[src/rtl/vga_timing_controller.sv]
// vga_timing_controller: VGA raster timing generator; the vertical phase lives in the FSM state.
// All outputs are registered from the next-state values, so they share the counts' cycle and cannot glitch.
module vga_timing_controller #(
   parameter int H_VISIBLE = 640,
   parameter int H_FRONT   = 16,
   parameter int H_SYNC    = 96,
   parameter int H_BACK    = 48,
   parameter int V_VISIBLE = 480,
   parameter int V_FRONT   = 10,
   parameter int V_SYNC    = 2,
   parameter int V_BACK    = 33
) (
   input  logic        clk_25MHz,
   input  logic        rst_n,
   input  logic        run,
   output logic [15:0] H_Count_Value,
   output logic [15:0] V_Count_Value,
   output logic        enable_V_Counter,
   output logic        hsync,
   output logic        vsync,
   output logic        video_on,
   output logic        frame_start,
   output logic        busy
);
   localparam logic [15:0] H_LAST = 16'(H_VISIBLE + H_FRONT + H_SYNC + H_BACK - 1);
   localparam logic [15:0] H_VIS  = 16'(H_VISIBLE);
   localparam logic [15:0] HS_BEG = 16'(H_VISIBLE + H_FRONT);
   localparam logic [15:0] HS_END = 16'(H_VISIBLE + H_FRONT + H_SYNC);
   localparam logic [15:0] V_LAST = 16'(V_VISIBLE + V_FRONT + V_SYNC + V_BACK - 1);
   localparam logic [15:0] V_FP   = 16'(V_VISIBLE);
   localparam logic [15:0] V_SY   = 16'(V_VISIBLE + V_FRONT);
   localparam logic [15:0] V_BP   = 16'(V_VISIBLE + V_FRONT + V_SYNC);

   typedef enum logic [2:0] {IDLE, ACTIVE, FRONT, SYNC, BACK} state_t;

   state_t      state, state_n;
   logic [15:0] h_n, v_n;
   logic        en_n, hs_n, vs_n, vo_n, fs_n;

   always_comb begin
      state_n = state;
      h_n     = 16'd0;
      v_n     = 16'd0;
      if (state == IDLE) begin
         state_n = run ? ACTIVE : IDLE;
      end else begin
         h_n = (H_Count_Value == H_LAST) ? 16'd0 : H_Count_Value + 16'd1;
         v_n = V_Count_Value;
         if (H_Count_Value == H_LAST) begin
            v_n = (V_Count_Value == V_LAST) ? 16'd0 : V_Count_Value + 16'd1;
            if (v_n == V_FP)
               state_n = FRONT;
            else if (v_n == V_SY)
               state_n = SYNC;
            else if (v_n == V_BP)
               state_n = BACK;
            else if (v_n == 16'd0)
               state_n = run ? ACTIVE : IDLE;
         end
      end
      en_n = (state_n != IDLE) && (h_n == H_LAST);
      hs_n = !((state_n != IDLE) && (h_n >= HS_BEG) && (h_n < HS_END));
      vs_n = (state_n != SYNC);
      vo_n = (state_n == ACTIVE) && (h_n < H_VIS);
      fs_n = (state_n == ACTIVE) && (h_n == 16'd0) && (v_n == 16'd0);
   end

   always_ff @(posedge clk_25MHz or negedge rst_n) begin
      if (!rst_n) begin
         state            <= IDLE;
         H_Count_Value    <= 16'd0;
         V_Count_Value    <= 16'd0;
         enable_V_Counter <= 1'b0;
         hsync            <= 1'b1;
         vsync            <= 1'b1;
         video_on         <= 1'b0;
         frame_start      <= 1'b0;
         busy             <= 1'b0;
      end else begin
         state            <= state_n;
         H_Count_Value    <= h_n;
         V_Count_Value    <= v_n;
         enable_V_Counter <= en_n;
         hsync            <= hs_n;
         vsync            <= vs_n;
         video_on         <= vo_n;
         frame_start      <= fs_n;
         busy             <= (state_n != IDLE);
      end
   end
endmodule

[config.mk]
export PLATFORM = sky130hd
export DESIGN_NAME = vga_timing_controller
export DESIGN_NICKNAME = d
export VERILOG_FILES = /design/src/rtl/vga_timing_controller.sv
export SDC_FILE = /design/constraint.sdc
export NUM_CORES = 1
export LEC_CHECK = 0
export BUFFER_PORTS_ARGS = -buffer_cell sky130_fd_sc_hd__clkbuf_2
export CORE_ASPECT_RATIO = 1.75
export CORE_UTILIZATION = 25
export DETAILED_ROUTE_END_ITERATION = 12
export PLACE_DENSITY = 0.45
export SLEW_MARGIN = 40
export SYNTH_ARGS = -nofsm -noshare
export SYNTH_HDL_FRONTEND = slang
export SYNTH_SLANG_ARGS = --single-unit
[constraint.sdc]
create_clock -name clk_25MHz -period 7.8 [get_ports clk_25MHz]
set_input_delay 0.39 -clock clk_25MHz [delete_from_list [all_inputs] [get_ports clk_25MHz]]
set_output_delay 0.39 -clock clk_25MHz [all_outputs]
set_load 0.02 [all_outputs]
==> results_dict.tcl <==
set metrics [dict create \
    outcome "complete, but fails checks" \
    violations "design-rule violations" \
    rsz0062_at_grt "false" \
    final_nets 365 \
    cp_cell_sequence "ha_1 > and4_1 > nand4_1 > nor3_1 > xnor2_1 > nor2_1 > or4_1 > or4_1 > nor4_2" \
    max_stage_delay_ns 0.59 \
    crit_fanout 11 \
    num_rows 52 \
    grt.overflow.total 0 \
    pin_count 41 \
    powerDensity_nw_per_um2 138 \
    antenna_found_initial 0 \
    dieHeight_um 145 \
    final_layout_size_suffix_gt1_share_pct 20.1 \
    rr_endpoint "frame_start" \
    r2r_slack_ns 4.27 \
    wl_mm 9.38 \
    yosysMostFrequentCell "dfrtp_1" \
    dr.pass1.iters 8 \
    vdd_ir_drop_max_v 0.0000878 \
    min_period_over_period_pct 45.3 \
    clk_latency_ns 0.28 \
    io_buffers 40 \
    ff2ff_path_depth 9 \
    grt.total_usage_pct 16.0 \
    drc 4 \
    synth_top_area_cell "dfrtp_1" \
    cts_setup_buffers 0 \
    reg2reg_from "H_Count_Value[0]" \
    cap_viol_max_count 0 \
    synth_edf_count 0 \
    hp-class "in -> async" \
    die_w_um 83.8 \
    dieArea_um2 12200 \
    grt_pass1_vias 2818 \
    crit_type "reg -> reg" \
    syn-num-nets 340 \
    final_antenna_net_count 0 \
    grt_start_max_net_pins 42 \
    placeableCoreArea_um2 11500 \
    final_util_pct 29.2 \
    ys_top_cells_by_count "dfrtp_1, nor2_1, nand2_1" \
    yosysSeqAreaShare_pct 35.1 \
    cp_num_buf_inv 0 \
    cpLargestDelayFamily "simple AND/OR/NAND/NOR gates" \
    clock_sinks 41 \
    numCtsBuffers 5 \
    cp-end-kind "flip-flop" \
    drtIter0Drc 160 \
    cts_resized 0 \
    ys_top_cells_by_area "dfrtp_1, xnor2_1, nor2_1, xor2_1, nand4_1" \
    cpMostUsedCell "or4_1" \
    final.setup.tns_ns 0 \
    path_clk_slew_ns 0.06 \
    start_util_pct 25.4 \
    root_buffer "clkbuf_16" \
    antenna_cells 0 \
    fin_skew_ns 0.00282 \
    synth_cell_types 72 \
    fin_area_um2 3360 \
    synth_warnings 0 \
    hpwl_mm 7.16 \
    slowest_stage "or4_1" \
    placed_cell_area_um2 3180 \
    ys_async_sr_fraction_pct 100 \
    syn2layout_area_growth_pct 14.7 \
    hold_viol_final 0 \
    syn_avg_cell_area_um2 8.80 \
    vias 2750 \
    required_ns 8.00 \
    grt_pass1_wl_mm 15.1 \
    slew_headroom_pct 58.2 \
    finalMaxSlewViolations 0 \
    cts_tree "done" \
    setup_violations 0 \
    globalplace.congestion 0.773 \
    hold_buffers 0 \
    startpoint_type "flip-flop" \
    top_regs "H_Count_Value: 16 flops, V_Count_Value: 16 flops, state: 3 flops" \
    ys_seq_elements 41 \
    htree_levels 2 \
    leakage_nw 1.32 \
    netlist_area_um2 2930 \
    fillers 1215 \
    timing.hold.ws_ns 0.174 \
    clockBufferDepth 2 \
    wl_per_cell_um 19.0 \
    tightest_slew_ns 0.623 \
    synth_ff_type "dfrtp_1" \
    vias_per_cell 5.57 \
    finalCriticalPeriod_ns 3.53 \
    fmax_mhz 283 \
    synth_top_area_share_pct 33.3 \
    synth_cells 333 \
    arrival_ns 3.73 \
]
## power breakdown
group	switching [mW]	total [mW]	internal, mW
logic	0.00466	0.00551	0.000855
clock network	0.0861	0.246	0.160
registers	0	0.213	0.213
## per-stage QoR
step	power, mW	std cells	setup WS (ns)
floorplan	0.217	333	4.79
global placement	0.223	486	4.30
detailed placement	0.223	486	4.26
CTS	0.471	494	4.25
global route	0.481	494	3.97
finish	0.464	494	4.27
## kinds of logic after synthesis
logic type / Yosys count / synth area share, %
flops: 41 / 35.1
xor+xnor: 28 / 8.37
buf+inv: 33 / 5.72
fa+ha+maj: 4 / 1.71
mux: 3 / 1.11
simple gates: 163 / 33.6
compound gates: 61 / 14.4
## per-layer routing
layer	GRT usage (%)	up-vias	part of all wire, %
met1	17.0	1393	38
met2	30.5	54	57
met5	0	-	0
li1	-	1288	-
met4	7.76	0	2.7
met3	1.65	15	2.5
## worst max path at each step
| stage | start | end | cells past startpoint |
|---|---|---|---|
| 2_1_floorplan | V_Count_Value[0] | frame_start | 12 |
| 3_3_place_gp | H_Count_Value[0] | frame_start | 9 |
| 3_5_place_dp | H_Count_Value[0] | frame_start | 9 |
| 4_1_cts | H_Count_Value[0] | frame_start | 9 |
| 5_1_grt | H_Count_Value[0] | frame_start | 9 |
| 6_report | H_Count_Value[0] | frame_start | 9 |
## area by class of cell
cell class	count	area (um2)	area share [%]
Tap cell	135	169	5.03
Multi-Input combinational cell	259	1740	51.7
Clock inverter	2	37.5	1.12
Timing Repair Buffer	42	215	6.40
Sequential cell	41	1030	30.6
Inverter	9	33.8	1.01
Clock buffer	6	139	4.13
## cell usage in the layout (no fill, tap or decap), types with 3 or more instances in the layout
master,n
a211o_1,3
a21o_1,3
a21oi_1,18
and3_1,6
and4_1,6
clkbuf_16,5
clkbuf_2,40
dfrtp_1,39
ha_1,4
inv_1,9
nand2_1,24
nand3_1,13
nand4_1,16
nand4b_1,3
nor2_1,30
nor3_1,15
nor3_2,3
nor4_1,6
o21ai_0,8
o22ai_1,3
or3_1,12
or4_1,5
xnor2_1,16
xor2_1,12
No activity file was read; power rests on OpenSTA's default activity.
